===== src/rtl/infra_pkg.sv =====
// rtl/infra_pkg.sv - shared types and helpers for the reset sequencer
// Purpose: FSM state encoding, loss-counter width and a saturating increment.
package infra_pkg;

  typedef enum logic [2:0] {
    IDLE      = 3'd0,
    WAIT_LOCK = 3'd1,
    STABLE    = 3'd2,
    RELEASE   = 3'd3,
    RUN       = 3'd4,
    FAULT     = 3'd5
  } state_t;

  localparam int LOSS_CNT_W = 8;

  function automatic logic [LOSS_CNT_W-1:0] sat_inc(input logic [LOSS_CNT_W-1:0] v);
    return (&v) ? v : v + LOSS_CNT_W'(1);
  endfunction

endpackage


===== src/rtl/infra_reset_seq_if.sv =====
// rtl/infra_reset_seq_if.sv - signal bundle between the sequencer and its environment
// Purpose: groups the sequencer's status inputs and reset/status outputs.
// Ports (slave = sequencer side):
//   in : pub, pll_lock, rtc_tick (asynchronous), soft_reset (synchronous pulse)
//   out: domain_rst[NUM_DOMAINS], fpgagood, rtc_alive, state[3], lock_loss_count[8]
interface infra_reset_seq_if #(
  parameter int NUM_DOMAINS = 3
);
  import infra_pkg::*;

  logic                   pub;
  logic                   pll_lock;
  logic                   rtc_tick;
  logic                   soft_reset;
  logic [NUM_DOMAINS-1:0] domain_rst;
  logic                   fpgagood;
  logic                   rtc_alive;
  logic [2:0]             state;
  logic [LOSS_CNT_W-1:0]  lock_loss_count;

  modport master (
    output pub, pll_lock, rtc_tick, soft_reset,
    input  domain_rst, fpgagood, rtc_alive, state, lock_loss_count
  );

  modport slave (
    input  pub, pll_lock, rtc_tick, soft_reset,
    output domain_rst, fpgagood, rtc_alive, state, lock_loss_count
  );

endinterface


===== src/rtl/infra_sync.sv =====
// rtl/infra_sync.sv - two-flop synchroniser, parametrised width
// Purpose: brings asynchronous level inputs into the clk domain.
// Ports: clk, rst_n (async active-low, clears to 0), d[WIDTH] in, q[WIDTH] out.
module infra_sync #(
  parameter int WIDTH = 1
) (
  input  logic             clk,
  input  logic             rst_n,
  input  logic [WIDTH-1:0] d,
  output logic [WIDTH-1:0] q
);

  logic [WIDTH-1:0] meta_q;
  logic [WIDTH-1:0] sync_q;

  always_ff @(posedge clk or negedge rst_n) begin
    if (!rst_n) begin
      meta_q <= '0;
      sync_q <= '0;
    end else begin
      meta_q <= d;
      sync_q <= meta_q;
    end
  end

  assign q = sync_q;

endmodule


===== src/rtl/infra_reset_seq.sv =====
// rtl/infra_reset_seq.sv - power-good / PLL-lock reset sequencer with staggered release
// Purpose: waits for power-good and a stable PLL lock, releases NUM_DOMAINS resets
//   one by one, re-sequences on lock loss / power loss / soft reset, reports fpgagood.
// Ports: gclk (always-on clock), reset_n (async active-low), bus (infra_reset_seq_if.slave).
// Build option: define INFRA_RTC_WDOG_EN to add the RTC activity watchdog; otherwise
//   rtc_alive is 1 after reset and fpgagood depends only on the RUN state.
module infra_reset_seq
  import infra_pkg::*;
#(
  parameter int NUM_DOMAINS        = 3,
  parameter int LOCK_STABLE_CYCLES = 1024,
  parameter int STAGGER_CYCLES     = 16,
  parameter int FAULT_HOLD_CYCLES  = 256,
  parameter int RTC_TIMEOUT        = 4096
) (
  input  logic             gclk,
  input  logic             reset_n,
  infra_reset_seq_if.slave bus
);

  localparam int SW = $clog2(LOCK_STABLE_CYCLES) + 1;
  localparam int GW = $clog2(STAGGER_CYCLES) + 1;
  localparam int FW = $clog2(FAULT_HOLD_CYCLES) + 1;

  localparam logic [SW-1:0]          STABLE_LAST  = SW'(LOCK_STABLE_CYCLES - 1);
  localparam logic [GW-1:0]          STAGGER_LAST = GW'(STAGGER_CYCLES - 1);
  localparam logic [FW-1:0]          FAULT_LAST   = FW'(FAULT_HOLD_CYCLES - 1);
  localparam logic [2:0]             IDX_LAST     = 3'(NUM_DOMAINS - 1);
  localparam logic [NUM_DOMAINS-1:0] DOM_ONE      = NUM_DOMAINS'(1);
  localparam logic [NUM_DOMAINS-1:0] DOM_ALL      = '1;

  logic [1:0] lvl_s;
  logic       pub_s;
  logic       lock_s;

  infra_sync #(.WIDTH(2)) u_sync_lvl (
    .clk   (gclk),
    .rst_n (reset_n),
    .d     ({bus.pub, bus.pll_lock}),
    .q     (lvl_s)
  );

  assign pub_s  = lvl_s[1];
  assign lock_s = lvl_s[0];

  state_t                 state_q, state_d;
  logic [NUM_DOMAINS-1:0] domain_rst_q, domain_rst_d;
  logic [2:0]             idx_q, idx_d;
  logic [SW-1:0]          stable_cnt_q, stable_cnt_d;
  logic [GW-1:0]          stagger_cnt_q, stagger_cnt_d;
  logic [FW-1:0]          fault_cnt_q, fault_cnt_d;
  logic [LOSS_CNT_W-1:0]  loss_cnt_q, loss_cnt_d;
  logic                   fpgagood_q, fpgagood_d;
  logic                   rtc_alive_q, rtc_alive_d;

  // Counters default to 0 each cycle, so only the counter of the current state
  // advances and every state entry starts from a cleared count.
  always_comb begin
    state_d       = state_q;
    domain_rst_d  = domain_rst_q;
    idx_d         = idx_q;
    stable_cnt_d  = '0;
    stagger_cnt_d = '0;
    fault_cnt_d   = '0;
    loss_cnt_d    = loss_cnt_q;

    if (!pub_s) begin
      state_d = IDLE;
    end else begin
      unique case (state_q)
        IDLE:      state_d = WAIT_LOCK;
        WAIT_LOCK: if (lock_s) state_d = STABLE;
        STABLE: begin
          if (!lock_s || bus.soft_reset) begin
            state_d = WAIT_LOCK;
          end else if (stable_cnt_q == STABLE_LAST) begin
            state_d      = RELEASE;
            idx_d        = '0;
            domain_rst_d = DOM_ALL & ~DOM_ONE;
          end else begin
            stable_cnt_d = stable_cnt_q + SW'(1);
          end
        end
        RELEASE: begin
          if (!lock_s) begin
            state_d = FAULT;
          end else if (bus.soft_reset) begin
            state_d = WAIT_LOCK;
          end else if (idx_q == IDX_LAST) begin
            state_d = RUN;
          end else if (stagger_cnt_q == STAGGER_LAST) begin
            idx_d        = idx_q + 3'd1;
            domain_rst_d = domain_rst_q & ~(DOM_ONE << (idx_q + 3'd1));
          end else begin
            stagger_cnt_d = stagger_cnt_q + GW'(1);
          end
        end
        RUN: begin
          if (!lock_s)              state_d = FAULT;
          else if (bus.soft_reset)  state_d = WAIT_LOCK;
        end
        FAULT: begin
          if (fault_cnt_q == FAULT_LAST) state_d = WAIT_LOCK;
          else                           fault_cnt_d = fault_cnt_q + FW'(1);
        end
        default: state_d = IDLE;
      endcase
    end

    // Any exit from RELEASE/RUN re-asserts every domain in the same cycle.
    if (state_d != RELEASE && state_d != RUN) begin
      domain_rst_d = DOM_ALL;
      idx_d        = '0;
    end

    if (state_d == FAULT && state_q != FAULT) loss_cnt_d = sat_inc(loss_cnt_q);

    fpgagood_d = (state_q == RUN) && rtc_alive_q;
  end

`ifdef INFRA_RTC_WDOG_EN
  localparam int            WW       = $clog2(RTC_TIMEOUT) + 1;
  localparam logic [WW-1:0] WDOG_MAX = WW'(RTC_TIMEOUT);

  logic          rtc_s;
  logic          rtc_rise;
  logic          rtc_prev_q, rtc_prev_d;
  logic [WW-1:0] wdog_q, wdog_d;

  infra_sync #(.WIDTH(1)) u_sync_rtc (
    .clk   (gclk),
    .rst_n (reset_n),
    .d     (bus.rtc_tick),
    .q     (rtc_s)
  );

  assign rtc_rise = rtc_s & ~rtc_prev_q;

  always_comb begin
    rtc_prev_d = rtc_s;
    if (rtc_rise)               wdog_d = '0;
    else if (wdog_q == WDOG_MAX) wdog_d = wdog_q;
    else                        wdog_d = wdog_q + WW'(1);
    // Alive is held from the cycle after an edge until the watchdog saturates.
    if (rtc_rise)                rtc_alive_d = 1'b1;
    else if (wdog_d == WDOG_MAX) rtc_alive_d = 1'b0;
    else                         rtc_alive_d = rtc_alive_q;
  end

  always_ff @(posedge gclk or negedge reset_n) begin
    if (!reset_n) begin
      rtc_prev_q <= 1'b0;
      wdog_q     <= '0;
    end else begin
      rtc_prev_q <= rtc_prev_d;
      wdog_q     <= wdog_d;
    end
  end
`else
  logic unused_rtc_tick;
  assign unused_rtc_tick = bus.rtc_tick;
  assign rtc_alive_d     = 1'b1;
`endif

  always_ff @(posedge gclk or negedge reset_n) begin
    if (!reset_n) begin
      state_q       <= IDLE;
      domain_rst_q  <= DOM_ALL;
      idx_q         <= '0;
      stable_cnt_q  <= '0;
      stagger_cnt_q <= '0;
      fault_cnt_q   <= '0;
      loss_cnt_q    <= '0;
      fpgagood_q    <= 1'b0;
      rtc_alive_q   <= 1'b0;
    end else begin
      state_q       <= state_d;
      domain_rst_q  <= domain_rst_d;
      idx_q         <= idx_d;
      stable_cnt_q  <= stable_cnt_d;
      stagger_cnt_q <= stagger_cnt_d;
      fault_cnt_q   <= fault_cnt_d;
      loss_cnt_q    <= loss_cnt_d;
      fpgagood_q    <= fpgagood_d;
      rtc_alive_q   <= rtc_alive_d;
    end
  end

  assign bus.domain_rst      = domain_rst_q;
  assign bus.fpgagood        = fpgagood_q;
  assign bus.rtc_alive       = rtc_alive_q;
  assign bus.state           = state_q;
  assign bus.lock_loss_count = loss_cnt_q;

endmodule


===== src/flat_wrapper.sv =====
// flat-port wrapper written by rule: the top's interface ports become plain ports
module infra_reset_seq_flat import infra_pkg::*;
#(
  parameter int NUM_DOMAINS        = 3,
  parameter int LOCK_STABLE_CYCLES = 1024,
  parameter int STAGGER_CYCLES     = 16,
  parameter int FAULT_HOLD_CYCLES  = 256,
  parameter int RTC_TIMEOUT        = 4096
)
  (gclk, reset_n, bus_pub, bus_pll_lock, bus_rtc_tick, bus_soft_reset, bus_domain_rst, bus_fpgagood, bus_rtc_alive, bus_state, bus_lock_loss_count);
  infra_reset_seq_if #(.NUM_DOMAINS(NUM_DOMAINS)) bus_i ();
  input  logic gclk;
  input  logic reset_n;
  input wire logic [$bits(bus_i.pub)-1:0] bus_pub;
  input wire logic [$bits(bus_i.pll_lock)-1:0] bus_pll_lock;
  input wire logic [$bits(bus_i.rtc_tick)-1:0] bus_rtc_tick;
  input wire logic [$bits(bus_i.soft_reset)-1:0] bus_soft_reset;
  output wire logic [$bits(bus_i.domain_rst)-1:0] bus_domain_rst;
  output wire logic [$bits(bus_i.fpgagood)-1:0] bus_fpgagood;
  output wire logic [$bits(bus_i.rtc_alive)-1:0] bus_rtc_alive;
  output wire logic [$bits(bus_i.state)-1:0] bus_state;
  output wire logic [$bits(bus_i.lock_loss_count)-1:0] bus_lock_loss_count;
  assign bus_i.pub = bus_pub;
  assign bus_i.pll_lock = bus_pll_lock;
  assign bus_i.rtc_tick = bus_rtc_tick;
  assign bus_i.soft_reset = bus_soft_reset;
  assign bus_domain_rst = bus_i.domain_rst;
  assign bus_fpgagood = bus_i.fpgagood;
  assign bus_rtc_alive = bus_i.rtc_alive;
  assign bus_state = bus_i.state;
  assign bus_lock_loss_count = bus_i.lock_loss_count;
  infra_reset_seq #(.NUM_DOMAINS(NUM_DOMAINS), .LOCK_STABLE_CYCLES(LOCK_STABLE_CYCLES), .STAGGER_CYCLES(STAGGER_CYCLES), .FAULT_HOLD_CYCLES(FAULT_HOLD_CYCLES), .RTC_TIMEOUT(RTC_TIMEOUT)) u_core (.gclk(gclk), .reset_n(reset_n), .bus(bus_i));
endmodule

===== config.mk =====
export PLATFORM = sky130hd
export DESIGN_NAME = infra_reset_seq_flat
export DESIGN_NICKNAME = d
export VERILOG_FILES = /design/src/rtl/infra_pkg.sv /design/src/rtl/infra_reset_seq_if.sv /design/src/rtl/infra_sync.sv /design/src/rtl/infra_reset_seq.sv /design/src/flat_wrapper.sv
export SDC_FILE = /design/constraint.sdc
export NUM_CORES = 1
export LEC_CHECK = 0
export CAP_MARGIN = 20
export CORE_MARGIN = 2
export CORE_UTILIZATION = 35
export DETAILED_ROUTE_END_ITERATION = 16
export PLACE_DENSITY_LB_ADDON = 0.1
export SLEW_MARGIN = 10
export SYNTH_ARGS = -nofsm -noshare
export SYNTH_HDL_FRONTEND = slang
export SYNTH_HIERARCHICAL = 1
export SYNTH_SLANG_ARGS = --single-unit

===== constraint.sdc =====
create_clock -name gclk -period 3.48 [get_ports gclk]
set_input_delay 0.348 -clock gclk [delete_from_list [all_inputs] [get_ports gclk]]
set_output_delay 0.348 -clock gclk [all_outputs]
set_load 0.005 [all_outputs]

==> impl_metrics.json, run 1 <==
{
  "setup_viol": 0,
  "die_h_um": 85.81,
  "max_slew_margin_pct": 38.65,
  "antenna_found_initial": 0,
  "core_area_mm2": 0.006422,
  "vias": 1713,
  "yosysWarnings": 6,
  "holdBufCountCts": 0,
  "die_w_um": 85.81,
  "synth_area_mm2": 0.002342,
  "grt_util_all_layers_pct": 13.80,
  "root_buffer": "clkbuf_8",
  "die_area_mm2": 0.007363,
  "clkLatencyLatePin_ps": 300,
  "ys_async_sr_fraction_pct": 100.0,
  "synth_ff_type": "dfrtp_1",
  "crit_required_ps": 3670,
  "drtPass1Iterations": 4,
  "synthSimpleGateAreaFrac_pct": 23.77,
  "htree_levels": 2,
  "cts_buffer_depth": 2,
  "grt_pass1_wl_um": 8183,
  "io_pins": 22,
  "dr.first_iter.drc_count": 86,
  "finalMaxSlewViolations": 0,
  "grt_max_degree": 42,
  "worstSetupPathType": "reg -> reg",
  "crit_arrival_ps": 2630,
  "start_util_pct": 36.47,
  "crit_family": "simple AND/OR/NAND/NOR gates",
  "rsz0062_at_grt": "false",
  "filler_cell_count": 633,
  "io_buffers": 20,
  "clk_pin_slew_worst_paths_ps": 90,
  "timing.fmax_mhz": 409.0,
  "seq_area_frac_synth_pct": 51.44,
  "worstMarginPinSlew_ps": 920.2,
  "status": "completed",
  "yosys.area_share.adder_pct": 4.808,
  "ctsResizeCount": 0,
  "crit_buf_inv": 0,
  "synth_top_family_by_area": "simple AND/OR/NAND/NOR gates",
  "final_cell_mix": "dfrtp_1 (45), nand3_1 (24), nor2_1 (24)",
  "max-vdd-ir-drop_mv": 0.2542,
  "cpMaxStageDelayCell": "nor4_1",
  "max_stage_delay_ps": 440,
  "r2r_slack_ps": 1040,
  "cts_buffers": 5,
  "synth_xor_xnor_area_share_pct": 8.600,
  "drt_wl_total_um": 4559,
  "cap_violations": 0,
  "cp_cell_sequence": "ha_1, nand3_1, nor4_1, nand4_1, a21oi_1, mux2_2",
  "post-dp-hpwl_um": 3231,
  "muxShareOfSynthArea_pct": 0.9081,
  "avgSynthCellArea_um2": 10.05,
  "detail-route-antenna-nets": 0,
  "crit_path_end_kind": "flip-flop",
  "synth_fp_nets": 248,
  "ys_top_cells_by_area": "dfrtp_1 (48%), xor2_1 (6.0%), nand3_1 (5.1%)",
  "hold_viol_final": 0,
  "drc": 0,
  "yosys.cell_types.count": 41,
  "yosysTopAreaCell": "dfrtp_1",
  "routabilityCongestion": 0.7359,
  "ys_ff_latch": 48,
  "critPathMaxFanout": 8,
  "min_path_type": "in -> async",
  "rows": 29,
  "cts_tree": "yes",
  "cts.sinks": 48,
  "area_delta_synth_final_pct": 16.45,
  "diodes": 0,
  "power_density_mw_per_mm2": 370.0,
  "grt_pass1_vias": 1759,
  "grt-ovfl-total": 0,
  "total_power_mw": 1.009,
  "synth-compound-area-share_pct": 8.494,
  "startpoint_type": "flip-flop",
  "synth-edff-count": 0,
  "fin_nets": 276,
  "syn_inst": 233,
  "synth_top_area_share_pct": 48.08,
  "power.leakage_nw": 1.162,
  "vias_per_cell": 5.053,
  "tns_ps": 0,
  "fin_skew_ps": 10.38,
  "finalCritPeriodShare_pct": 70.26,
  "drive_gt1_share_pct": 6.489,
  "layout_commonest_cell": "dfrtp_1",
  "period_minus_slack_ps": 2445,
  "cts_post_setup_buffers_inserted": 0,
  "wl_per_cell_um": 13.45
}
-- per-layer routing --
layer | global-route usage, % | vias to the layer above | wire length, um
li1 | - | 868 | -
met1 | 19.03 | 817 | 2329
met2 | 21.73 | 26 | 2046
met3 | 3.272 | 2 | 154
met4 | 4.040 | 0 | 29
met5 | 0 | - | 0
-- cells in the mapped netlist (all sizes together) (2+ instances only) --
| master | count |
|---|---|
| dfrtp | 45 |
| nand3 | 24 |
| nor2 | 24 |
| nand2 | 19 |
| xor2 | 16 |
| a21oi | 15 |
| ha | 9 |
| inv | 7 |
| o21ai | 7 |
| xnor2 | 7 |
| nand4 | 6 |
| or3 | 5 |
| and2 | 4 |
| and3 | 4 |
| nor3b | 4 |
| and2b | 3 |
| dfstp | 3 |
| nor3 | 3 |
| a211oi | 2 |
| a21o | 2 |
| buf | 2 |
| nand2b | 2 |
| nand3b | 2 |
| nor2b | 2 |
| nor4 | 2 |
-- final timing paths --
| kind | start | to | cells past startpoint |
|---|---|---|---|
| worst max-delay path | u_core/stable_cnt_q[0] | u_core/bus.lock_loss_count[1] | 6 |
| worst min-delay path | reset_n | u_core/stable_cnt_q[0] | 1 |
| worst max register to register | u_core/stable_cnt_q[0] | u_core/bus.lock_loss_count[1] | 6 |
| worst min register to register | u_core/u_sync_lvl/meta_q[1] | u_core/u_sync_lvl/q[1] | 0 |
| max in group asynchronous | reset_n | u_core/stagger_cnt_q[4] | 2 |
| min in group gclk | u_core/u_sync_lvl/meta_q[1] | u_core/u_sync_lvl/q[1] | 0 |
-- flip-flops by register name, indices dropped and copies added (netlist names) --
register / count
u_core/bus.domain_rst: 3
u_core/stagger_cnt_q: 5
u_core/u_sync_lvl/meta_q: 2
u_core/bus.state: 3
u_core/bus.lock_loss_count: 8
u_core/idx_q: 3
u_core/stable_cnt_q: 11
u_core/u_sync_lvl/q: 2
u_core/bus.rtc_alive: 1
u_core/bus.fpgagood: 1
u_core/fault_cnt_q: 9
-- power breakdown --
part / leakage [nW] / internal [mW] / switching (mW) / total (mW)
sequential: 0.639 / 0.574 / 0.0221 / 0.596
clock: 0.0479 / 0.140 / 0.188 / 0.329
combinational: 0.475 / 0.0460 / 0.0389 / 0.0849
total: 1.16 / 0.760 / 0.249 / 1.01
-- kinds of logic (layout without fill, tap and decap cells) --
kind of cell,Yosys count,after routing
simple gates,108,108
flops,48,48
compound gates,33,33
xor+xnor,23,23
fa+ha+maj,9,9
buf+inv,9,38
mux,2,2
other cells,1,1
-- stage by stage --
step	hold slack [ps]	util, %	setup slack [ps]	area (um^2)	cells
final	179.6	42.47	1035	2728	339
after global routing	270.3	42.47	945.7	2728	339
after CTS	212.2	42.47	1034	2728	339
after detailed placement	337.9	41.11	1060	2640	331
after global placement	335.6	41.11	1080	2640	331
after floorplan	52.41	-	1386	2342	233
-- layout make-up --
| cell class | count | area (um^2) | share of cell area, % |
|---|---|---|---|
| Timing Repair Buffer | 23 | 217.7 | 7.982 |
| Clock buffer | 5 | 68.82 | 2.523 |
| Clock inverter | 3 | 18.77 | 0.6881 |
| Tap cell | 77 | 96.34 | 3.532 |
| Inverter | 7 | 26.28 | 0.9633 |
| Sequential cell | 48 | 1205 | 44.17 |
| Multi-Input combinational cell | 176 | 1095 | 40.14 |
(Power assumes the default switching activity.)
==> run 2, diff against run 1 <==
- clock period: 3.48 -> 2.4 ns (I/O delays scaled with it)
==> run 2 against run 1 <==
  * Clock power up 87%
  * Sequential cell count unchanged
  * Critical path depth up 1
  * Clock skew down 2.9 ps
  * Non-clock buffer count up 9
  * Global-route usage up 0.44 points
  * Die area unchanged
  * Largest power group unchanged
==> impl_metrics.json, run 2 (same netlist as run 1, synthesis figures left out) <==
{
  "status": "completed",
  "ctsResizeCount": 0,
  "htree_levels": 2,
  "crit_family": "compound AO/OA/AOI/OAI gates",
  "die_h_um": 85.81,
  "worstSetupPathType": "reg -> reg",
  "hold_viol_final": 0,
  "cts_buffer_depth": 2,
  "startpoint_type": "flip-flop",
  "period_minus_slack_ps": 2199,
  "routabilityCongestion": 0.7785,
  "tns_ps": 0,
  "finalCritPeriodShare_pct": 91.64,
  "power_density_mw_per_mm2": 568.5,
  "worstReg2RegStart": "u_core/idx_q[0]",
  "fin_nets": 285,
  "max_stage_delay_ps": 400,
  "filler_cell_count": 626,
  "cp_cell_sequence": "inv_1, ha_1, nor2b_1, a2bb2oi_1, nand2_1, a21oi_1, mux2_2",
  "cts_tree": "yes",
  "crit_buf_inv": 1,
  "clk_pin_slew_worst_paths_ps": 90,
  "grt_util_all_layers_pct": 14.24,
  "layout_commonest_cell": "dfrtp_1",
  "drt_wl_total_um": 4660,
  "dr.first_iter.drc_count": 116,
  "crit_arrival_ps": 2390,
  "drtPass1Iterations": 4,
  "die_area_mm2": 0.007363,
  "cts_buffers": 5,
  "top_register": "u_core/stable_cnt_q",
  "total_power_mw": 1.610,
  "crit_required_ps": 2590,
  "power.leakage_nw": 1.220,
  "cts.sinks": 48,
  "io_buffers": 20,
  "grt-ovfl-total": 0,
  "rows": 29,
  "worstMarginPinSlew_ps": 639.2,
  "final_cell_mix": "dfrtp_1 (45), nand3_1 (24), nor2_1 (24)",
  "post-dp-hpwl_um": 3432,
  "detail-route-antenna-nets": 0,
  "wl_per_cell_um": 13.39,
  "dp_cells": 339,
  "startpoint": "u_core/idx_q[0]",
  "antenna_found_initial": 0,
  "rsz0062_at_grt": "false",
  "max-vdd-ir-drop_mv": 0.4249,
  "diodes": 0,
  "die_w_um": 85.81,
  "start_util_pct": 36.47,
  "setup_viol": 0,
  "largest_reg_flops": 11,
  "vias": 1733,
  "io_pins": 22,
  "grt_pass1_wl_um": 8217,
  "fin_skew_ps": 7.464,
  "area_delta_synth_final_pct": 20.89,
  "grt_pass1_vias": 1683,
  "fin_util_pct": 44.09,
  "core_area_mm2": 0.006422,
  "drive_gt1_share_pct": 9.225,
  "layout.cells.non_filler": 348,
  "finalMaxSlewViolations": 0,
  "vias_per_cell": 4.980,
  "critPathMaxFanout": 6,
  "min_path_type": "reg -> reg",
  "timing.fmax_mhz": 454.7,
  "cap_violations": 0,
  "crit_path_end_kind": "flip-flop",
  "grt_max_degree": 22,
  "max_slew_margin_pct": 57.00,
  "drc": 0,
  "hp-start": "u_core/u_sync_lvl/meta_q[0]",
  "root_buffer": "clkbuf_8",
  "cpMaxStageDelayCell": "nor2b_1",
  "clkLatencyLatePin_ps": 300
}
==> run 2: changes by cell type in the layout (fill, tap and decap cells not counted) <==
| cell | before | now |
|---|---|---|
| buf_4 | 3 | 11 |
| bufinv_16 | 0 | 1 |
| clkbuf_8 | 5 | 6 |
| clkinv_2 | 2 | 0 |
| dlygate4sd3_1 | 0 | 1 |
==> run 2: repair_timing <==
action,4_1_cts,5_1_grt
hold buffers,1,0
endpoints found under the setup margin,0,0
hold endpoints to repair,19,0
buffers inserted,0,0
==> run 2: final cells by class <==
class	count	area (um^2)	share of cell area (%)
sequential	48	1205	42.55
clock buffer	6	82.58	2.916
tap	77	96.34	3.403
multi-input combinational	176	1095	38.67
timing repair buffer	32	287.8	10.16
inverter	7	26.28	0.9280
clock inverter	2	38.79	1.370
==> run 2: worst reg2reg max path, cell delays in order (launching register included) <==
cell       delay [ps]
dfrtp_1           380
inv_1              80
ha_1              150
nor2b_1           400
a2bb2oi_1         280
nand2_1           120
a21oi_1           300
mux2_2            380
==> run 2: final timing paths <==
path / to / slack [ps] / cells past startpoint
worst min register to register: u_core/u_sync_lvl/q[0] / 360 / 0
worst max register to register: u_core/bus.lock_loss_count[1] / 200 / 7
min in group asynchronous: u_core/stable_cnt_q[5] / 420 / 2
max in group asynchronous: u_core/bus.domain_rst[0] / 1340 / 3
worst min-delay path: u_core/u_sync_lvl/q[0] / 360 / 0
worst max-delay path: u_core/bus.lock_loss_count[1] / 200 / 7
==> run 2: layer usage <==
| metal | vias up | global-route usage (%) | share of wire, % |
|---|---|---|---|
| met5 | - | 0 | 0 |
| met3 | 4 | 3.465 | 3.4 |
| met1 | 821 | 21.37 | 53 |
| met2 | 24 | 19.82 | 43 |
| li1 | 884 | - | - |
| met4 | 0 | 5.195 | 0.97 |
==> run 2: stage by stage <==
stage	setup WS (ps)	area, um^2	hold slack [ps]
CTS	219.0	2831	356.2
finish	200.5	2831	356.9
global route	24.23	2831	366.7
detailed placement	238.9	2700	233.2
floorplan	306.2	2342	-55.59
global placement	260.0	2700	232.7
==> run 2: power breakdown <==
group	switching (mW)	total [mW]	internal, mW
sequential	0.0275	0.859	0.832
combinational	0.0627	0.136	0.0731
clock	0.274	0.614	0.341
total	0.364	1.61	1.25
